--- config.mk ---
export PLATFORM = sky130hd
export DESIGN_NAME = sram_boot_loader_flat
export DESIGN_NICKNAME = d
export VERILOG_FILES = /design/src/rtl/slc3_mem_pkg.sv /design/src/rtl/sram_boot_loader_if.sv /design/src/rtl/sram_bus_mux.sv /design/src/rtl/sram_boot_loader.sv /design/src/flat_wrapper.sv
export SDC_FILE = /design/constraint.sdc
export NUM_CORES = 1
export LEC_CHECK = 0
export BUFFER_PORTS_ARGS = -buffer_cell sky130_fd_sc_hd__buf_2
export CAP_MARGIN = 30
export CORE_ASPECT_RATIO = 0.75
export CORE_UTILIZATION = 40
export CTS_CLUSTER_SIZE = 24
export DETAILED_ROUTE_END_ITERATION = 10
export PLACE_DENSITY = 0.75
export REMOVE_ABC_BUFFERS = 1
export SYNTH_ARGS = -nofsm -noshare
export SYNTH_HDL_FRONTEND = slang
export SYNTH_SLANG_ARGS = --single-unit
--- constraint.sdc ---
create_clock -name Clk -period 5.3 [get_ports Clk]
set_clock_uncertainty 0.2 [all_clocks]
set_input_delay 0.795 -clock Clk [delete_from_list [all_inputs] [get_ports Clk]]
set_output_delay 0.795 -clock Clk [all_outputs]
set_load 0.1 [all_outputs]
--- src/rtl/slc3_mem_pkg.sv ---
// Shared SRAM-side types for the SLC-3 memory path: loader FSM states,
// SRAM geometry and the active-low control bundle.
package slc3_mem_pkg;

   localparam int SRAM_ADDR_W = 20;
   localparam int SRAM_DATA_W = 16;

   typedef enum logic [2:0] {
      ST_IDLE,
      ST_FETCH,
      ST_WRITE,
      ST_RECOVER,
`ifdef SRAM_LOAD_VERIFY_EN
      ST_VFETCH,
      ST_VREAD,
`endif
      ST_DONE
   } loader_state_t;

   typedef struct packed {
      logic ce;
      logic ub;
      logic lb;
      logic oe;
      logic we;
   } sram_ctrl_t;

   localparam sram_ctrl_t CTRL_IDLE = '{ce: 1'b1, ub: 1'b1, lb: 1'b1, oe: 1'b1, we: 1'b1};

   // Chip selected with both byte lanes enabled; only OE/WE vary per state.
   function automatic sram_ctrl_t ldr_ctrl_f(input logic oe, input logic we);
      return '{ce: 1'b0, ub: 1'b0, lb: 1'b0, oe: oe, we: we};
   endfunction

endpackage

--- src/rtl/sram_boot_loader_if.sv ---
// SRAM-style bus bundle. master drives address/controls/write data,
// slave drives read data back.
interface sram_boot_loader_if
   import slc3_mem_pkg::*;
#(
   parameter int ADDR_W = SRAM_ADDR_W,
   parameter int DATA_W = SRAM_DATA_W
);
   logic              CE;
   logic              UB;
   logic              LB;
   logic              OE;
   logic              WE;
   logic [ADDR_W-1:0] ADDR;
   logic [DATA_W-1:0] Data_write;
   logic [DATA_W-1:0] Data_read;

   modport master (output CE, UB, LB, OE, WE, ADDR, Data_write, input Data_read);
   modport slave  (input CE, UB, LB, OE, WE, ADDR, Data_write, output Data_read);
endinterface

--- src/rtl/sram_bus_mux.sv ---
// Combinational owner select for the SRAM pins: loader bundle while Hold,
// CPU bundle otherwise.
module sram_bus_mux
   import slc3_mem_pkg::*;
#(
   parameter int ADDR_W = SRAM_ADDR_W,
   parameter int DATA_W = SRAM_DATA_W
) (
   input  logic              hold,
   input  sram_ctrl_t        cpu_ctrl,
   input  logic [ADDR_W-1:0] cpu_addr,
   input  logic [DATA_W-1:0] cpu_wdata,
   input  sram_ctrl_t        ldr_ctrl,
   input  logic [ADDR_W-1:0] ldr_addr,
   input  logic [DATA_W-1:0] ldr_wdata,
   output sram_ctrl_t        bus_ctrl,
   output logic [ADDR_W-1:0] bus_addr,
   output logic [DATA_W-1:0] bus_wdata
);
   assign bus_ctrl  = hold ? ldr_ctrl  : cpu_ctrl;
   assign bus_addr  = hold ? ldr_addr  : cpu_addr;
   assign bus_wdata = hold ? ldr_wdata : cpu_wdata;
endmodule

--- src/rtl/sram_boot_loader.sv ---
// Boot-time ROM-to-SRAM copier that owns the SRAM bus during the load, then
// passes the CPU through. SRAM_LOAD_VERIFY_EN adds a read-back verify pass.
module sram_boot_loader
   import slc3_mem_pkg::*;
#(
   parameter int                ADDR_W      = SRAM_ADDR_W,
   parameter int                DATA_W      = SRAM_DATA_W,
   parameter int                INIT_WORDS  = 256,
   parameter logic [ADDR_W-1:0] BASE_ADDR   = '0,
   parameter int                WAIT_CYCLES = 1
) (
   input  logic               Clk,
   input  logic               Reset,
   input  logic               Start,
   sram_boot_loader_if.slave  cpu,
   sram_boot_loader_if.master sram,
   output logic [ADDR_W-1:0]  rom_addr,
   input  logic [DATA_W-1:0]  rom_data,
   output logic               Hold,
   output logic               Busy,
   output logic               Done,
   output logic               Error
);
   localparam int                WC_W     = $clog2(WAIT_CYCLES + 2);
   localparam logic [WC_W-1:0]   LAST_WC  = WC_W'(WAIT_CYCLES);
   localparam logic [ADDR_W-1:0] LAST_IDX = ADDR_W'(INIT_WORDS - 1);

   loader_state_t     state, state_nxt;
   logic [ADDR_W-1:0] idx, idx_nxt;
   logic [WC_W-1:0]   wcnt, wcnt_nxt;
   logic              done_nxt;
   logic [DATA_W-1:0] wdata_p1;
   sram_ctrl_t        ldr_ctrl, cpu_ctrl, bus_ctrl;
   logic [DATA_W-1:0] ldr_wdata;
   logic [ADDR_W-1:0] bus_addr;
   logic [DATA_W-1:0] bus_wdata;

   always_ff @(posedge Clk or posedge Reset) begin
      if (Reset) begin
         state <= ST_IDLE;
         idx   <= '0;
         wcnt  <= '0;
         Done  <= 1'b0;
      end else begin
         state <= state_nxt;
         idx   <= idx_nxt;
         wcnt  <= wcnt_nxt;
         Done  <= done_nxt;
      end
   end

   // p1: ROM word captured on the first WRITE cycle, held through RECOVER
   always_ff @(posedge Clk) begin
      if (state == ST_WRITE && wcnt == '0) wdata_p1 <= rom_data;
   end

   always_comb begin
      state_nxt = state;
      idx_nxt   = idx;
      wcnt_nxt  = '0;
      done_nxt  = Done;
      ldr_ctrl  = CTRL_IDLE;
      ldr_wdata = wdata_p1;
      case (state)
         ST_IDLE, ST_DONE: begin
            if (Start) begin
               state_nxt = ST_FETCH;
               idx_nxt   = '0;
               done_nxt  = 1'b0;
            end
         end
         ST_FETCH: begin
            ldr_ctrl  = ldr_ctrl_f(1'b1, 1'b1);
            state_nxt = ST_WRITE;
         end
         ST_WRITE: begin
            ldr_ctrl = ldr_ctrl_f(1'b1, 1'b0);
            // Register not yet loaded on the first cycle; the ROM output is already valid.
            if (wcnt == '0) ldr_wdata = rom_data;
            if (wcnt == LAST_WC) state_nxt = ST_RECOVER;
            else                 wcnt_nxt  = wcnt + 1'b1;
         end
         ST_RECOVER: begin
            ldr_ctrl = ldr_ctrl_f(1'b1, 1'b1);
            if (idx == LAST_IDX) begin
`ifdef SRAM_LOAD_VERIFY_EN
               state_nxt = ST_VFETCH;
               idx_nxt   = '0;
`else
               state_nxt = ST_DONE;
               done_nxt  = 1'b1;
`endif
            end else begin
               state_nxt = ST_FETCH;
               idx_nxt   = idx + 1'b1;
            end
         end
`ifdef SRAM_LOAD_VERIFY_EN
         ST_VFETCH: begin
            ldr_ctrl  = ldr_ctrl_f(1'b1, 1'b1);
            state_nxt = ST_VREAD;
         end
         ST_VREAD: begin
            ldr_ctrl = ldr_ctrl_f(1'b0, 1'b1);
            if (wcnt != LAST_WC) begin
               wcnt_nxt = wcnt + 1'b1;
            end else if (idx == LAST_IDX) begin
               state_nxt = ST_DONE;
               done_nxt  = 1'b1;
            end else begin
               state_nxt = ST_VFETCH;
               idx_nxt   = idx + 1'b1;
            end
         end
`endif
         default: state_nxt = ST_IDLE;
      endcase
   end

`ifdef SRAM_LOAD_VERIFY_EN
   logic err_r;

   always_ff @(posedge Clk or posedge Reset) begin
      if (Reset)
         err_r <= 1'b0;
      else if ((state == ST_IDLE || state == ST_DONE) && Start)
         err_r <= 1'b0;
      else if (state == ST_VREAD && wcnt == LAST_WC && sram.Data_read != rom_data)
         err_r <= 1'b1;
   end

   assign Error = err_r;
`else
   assign Error = 1'b0;
`endif

   assign Hold     = (state != ST_IDLE) && (state != ST_DONE);
   assign Busy     = Hold;
   assign rom_addr = idx;
   assign cpu_ctrl = '{ce: cpu.CE, ub: cpu.UB, lb: cpu.LB, oe: cpu.OE, we: cpu.WE};

   sram_bus_mux #(.ADDR_W(ADDR_W), .DATA_W(DATA_W)) u_mux (
      .hold      (Hold),
      .cpu_ctrl  (cpu_ctrl),
      .cpu_addr  (cpu.ADDR),
      .cpu_wdata (cpu.Data_write),
      .ldr_ctrl  (ldr_ctrl),
      .ldr_addr  (BASE_ADDR + idx),
      .ldr_wdata (ldr_wdata),
      .bus_ctrl  (bus_ctrl),
      .bus_addr  (bus_addr),
      .bus_wdata (bus_wdata)
   );

   assign sram.CE         = bus_ctrl.ce;
   assign sram.UB         = bus_ctrl.ub;
   assign sram.LB         = bus_ctrl.lb;
   assign sram.OE         = bus_ctrl.oe;
   assign sram.WE         = bus_ctrl.we;
   assign sram.ADDR       = bus_addr;
   assign sram.Data_write = bus_wdata;
   assign cpu.Data_read   = sram.Data_read;
endmodule

--- src/flat_wrapper.sv ---
// flat-port wrapper written by rule: the top's interface ports become plain ports
module sram_boot_loader_flat import slc3_mem_pkg::*;
#(
   parameter int                ADDR_W      = SRAM_ADDR_W,
   parameter int                DATA_W      = SRAM_DATA_W,
   parameter int                INIT_WORDS  = 256,
   parameter logic [ADDR_W-1:0] BASE_ADDR   = '0,
   parameter int                WAIT_CYCLES = 1
)
  (Clk, Reset, Start, rom_addr, rom_data, Hold, Busy, Done, Error, cpu_CE, cpu_UB, cpu_LB, cpu_OE, cpu_WE, cpu_ADDR, cpu_Data_write, cpu_Data_read, sram_CE, sram_UB, sram_LB, sram_OE, sram_WE, sram_ADDR, sram_Data_write, sram_Data_read);
  sram_boot_loader_if #(.ADDR_W(ADDR_W), .DATA_W(DATA_W)) cpu_i ();
  sram_boot_loader_if #(.ADDR_W(ADDR_W), .DATA_W(DATA_W)) sram_i ();
  input  logic Clk;
  input  logic Reset;
  input  logic Start;
  output logic [ADDR_W-1:0] rom_addr;
  input  logic [DATA_W-1:0] rom_data;
  output logic Hold;
  output logic Busy;
  output logic Done;
  output logic Error;
  input wire logic [$bits(cpu_i.CE)-1:0] cpu_CE;
  input wire logic [$bits(cpu_i.UB)-1:0] cpu_UB;
  input wire logic [$bits(cpu_i.LB)-1:0] cpu_LB;
  input wire logic [$bits(cpu_i.OE)-1:0] cpu_OE;
  input wire logic [$bits(cpu_i.WE)-1:0] cpu_WE;
  input wire logic [$bits(cpu_i.ADDR)-1:0] cpu_ADDR;
  input wire logic [$bits(cpu_i.Data_write)-1:0] cpu_Data_write;
  output wire logic [$bits(cpu_i.Data_read)-1:0] cpu_Data_read;
  output wire logic [$bits(sram_i.CE)-1:0] sram_CE;
  output wire logic [$bits(sram_i.UB)-1:0] sram_UB;
  output wire logic [$bits(sram_i.LB)-1:0] sram_LB;
  output wire logic [$bits(sram_i.OE)-1:0] sram_OE;
  output wire logic [$bits(sram_i.WE)-1:0] sram_WE;
  output wire logic [$bits(sram_i.ADDR)-1:0] sram_ADDR;
  output wire logic [$bits(sram_i.Data_write)-1:0] sram_Data_write;
  input wire logic [$bits(sram_i.Data_read)-1:0] sram_Data_read;
  assign cpu_i.CE = cpu_CE;
  assign cpu_i.UB = cpu_UB;
  assign cpu_i.LB = cpu_LB;
  assign cpu_i.OE = cpu_OE;
  assign cpu_i.WE = cpu_WE;
  assign cpu_i.ADDR = cpu_ADDR;
  assign cpu_i.Data_write = cpu_Data_write;
  assign cpu_Data_read = cpu_i.Data_read;
  assign sram_CE = sram_i.CE;
  assign sram_UB = sram_i.UB;
  assign sram_LB = sram_i.LB;
  assign sram_OE = sram_i.OE;
  assign sram_WE = sram_i.WE;
  assign sram_ADDR = sram_i.ADDR;
  assign sram_Data_write = sram_i.Data_write;
  assign sram_i.Data_read = sram_Data_read;
  sram_boot_loader #(.ADDR_W(ADDR_W), .DATA_W(DATA_W), .INIT_WORDS(INIT_WORDS), .BASE_ADDR(BASE_ADDR), .WAIT_CYCLES(WAIT_CYCLES)) u_core (.Clk(Clk), .Reset(Reset), .Start(Start), .cpu(cpu_i), .sram(sram_i), .rom_addr(rom_addr), .rom_data(rom_data), .Hold(Hold), .Busy(Busy), .Done(Done), .Error(Error));
endmodule
==> flow_summary.toml <==
[clocking]
cts_buffers = 5
htreeDepth = 2
cts_tree = "built"
clk_latency_ps = 290
clk_pin_slew_worst_paths_ps = 80
post-cts-setup-buffers = 0
clk_path_buf_depth = 2
postCtsHoldBufs = 0
cts_root_buf = "clkbuf_8"
cts_resized = 0
cts.sinks = 42

[timing]
tightest_slew_ps = 903
fmax_mhz = 297
slew_viol_final = 0
rsz0062_at_grt = "false"
relSlewSlack = 0.396
fin_crit_ps = 3360
finalCritPeriodShare = 0.634
final-hold-violation-count = 0
finalSetupViolCount = 0
setup_slack_ps = 1940

[floorplanning]
start_util = 0.416
row_count = 25
coreArea_mm2 = 0.00635
dieArea_mm2 = 0.00694
io_pins = 157
fp.dieW_um = 95.9
die_height_um = 72.4

[routing]
drc = 0
ant_nets = 0
viasPerCell = 5.23
first_iter_violations = 126
firstDrtPassIters = 4
routedWlPerCell_um = 14.9
finalWirelength_um = 6620
vias = 2334

[logic_synthesis]
yosysWarningCount = 0
synthFlopType = "dfrtp_1"
avgSynthCellArea_um2 = 9.90
ys_seq_elements = 42
syn_area_mm2 = 0.00264
synth.distinct_cells = 39
synth_compound_area_frac = 0.131
synthMuxAreaShare = 0.146
synthArstFlopShare = 0.619
yosys.area_share.simple = 0.160
synth_adder_area_share = 0.00473
synth-xor-area-share = 0.0364
synth_top_family_by_area = "simple AND/OR/NAND/NOR gates"
synthCells = 267
seq_area_frac_synth = 0.428
synth-edff-count = 16

[grt]
grt_pass1_vias = 2067
grt_max_degree = 47
antenna_found_initial = 0
track_usage = 0.197
overflow = 0
grt_pass1_wl_um = 10300

[finish]
n_antenna_cell = 0
fill_cells = 620
multi_input_area_mm2 = 0.00128
drive_gt1_frac = 0.433
seq_area_mm2 = 0.00113
fin_nets = 441
area_delta_synth_final_pct = 23.5

[worst_setup_path]
critPathArrivalTime_ps = 2370
crit_path_start_kind = "flip-flop"
cp.required_ps = 4300
cp_max_fo = 46
setup.worst_path.class = "flip-flop to output port"
endpoint_kind = "output port"

[place]
pre_cts_slack_ps = 2250
hpwl_um = 4880
io_buffers = 123
place_congestion = 0.805

[min_path]
hp-class = "input port to async pin"

[job]
max_cap_viol_count = 0

[run_status]
status = "finished, final reports clean"
## placed cells by master, fill, tap and decap left out, types with 5 or more instances in the layout
| master | n |
|---|---|
| buf_2 | 123 |
| nand2_1 | 39 |
| dfrtp_1 | 26 |
| o21ai_0 | 24 |
| mux2_2 | 20 |
| mux2i_1 | 16 |
| edfxtp_1 | 16 |
| a22o_1 | 13 |
| nor2_1 | 9 |
| xnor2_1 | 8 |
| nand3_1 | 7 |
| and3_1 | 5 |
| a31oi_1 | 5 |
| clkbuf_8 | 5 |
## sequential cells by signal, summed over array words and instances (netlist names)
register,count
u_core.wcnt,2
u_core.Done,1
u_core.wdata_p1,16
u_core.state,3
u_core.rom_addr,20
## critical path, cell delays in order, from the launching register on
cell	delay [ps]
dfrtp_1	510
nor2_4	390
buf_4	460
mux2_2	380
buf_2	290
## kinds of logic (layout without fill, tap and decap cells)
logic type,Yosys count,in the layout
and+or+nand+nor,84,84
AOI/OAI and AO/OA,52,52
DFF,42,42
buffers and inverters,40,138
muxes,36,36
xor gates and xnor gates,11,11
adders and majority gates,1,1
other,1,1
## per-layer routing
| metal | up-vias | wire (um) | GRT usage |
|---|---|---|---|
| met5 | - | 0 | 0.0227 |
| met1 | 1083 | 3210 | 0.268 |
| met4 | 0 | 67 | 0.0514 |
| li1 | 1143 | - | - |
| met3 | 7 | 562 | 0.0786 |
| met2 | 101 | 2780 | 0.288 |
## through the flow
stage                     cell area, um2   util  hold WS [ps]  instances  TNS [ps]
after floorplan                     2410      -           231        231    -42270
after global placement              3160  0.497           252        437         0
after detailed placement            3190  0.502           288        438         0
after CTS                           3270  0.514           235        446         0
after global routing                3270  0.514           258        446         0
final                               3270  0.514           237        446         0
## Yosys cell counts (5+ instances only)
cell / count / area, um2
xnor2_1: 8 / 70.1
dfrtp_1: 26 / 651
mux2_2: 20 / 225
buf_4: 20 / 150
a31oi_1: 5 / 31.3
a22o_1: 13 / 114
edfxtp_1: 16 / 480
o21ai_0: 24 / 120
nand2_1: 39 / 146
and3_1: 5 / 31.3
nand3_1: 7 / 35.0
buf_2: 5 / 25.0
clkbuf_1: 9 / 33.8
nor2_1: 10 / 37.5
mux2i_1: 16 / 160
## final timing paths
path,end,cells after the start,slack (ps),startpoint
worst min-delay path,u_core.state[2],2,240,Reset
worst min register to register,u_core.wcnt[0],1,300,u_core.wcnt[0]
min in group Clk,u_core.wcnt[0],1,300,u_core.wcnt[0]
worst max-delay path,sram_ADDR[13],4,1940,u_core.state[0]
max in group asynchronous,u_core.rom_addr[10],3,4230,Reset
worst max register to register,u_core.rom_addr[0],5,2760,u_core.state[0]
## cell type report
class                           instances  share of cell area
Multi-Input combinational cell        185               0.392
Clock buffer                            8              0.0245
Inverter                                4             0.00460
Sequential cell                        42               0.346
Timing Repair Buffer                  126               0.202
Tap cell                               81              0.0310
Power is not shown: default switching activity piles up to over one toggle a cycle in this logic, so the estimate is an artifact.
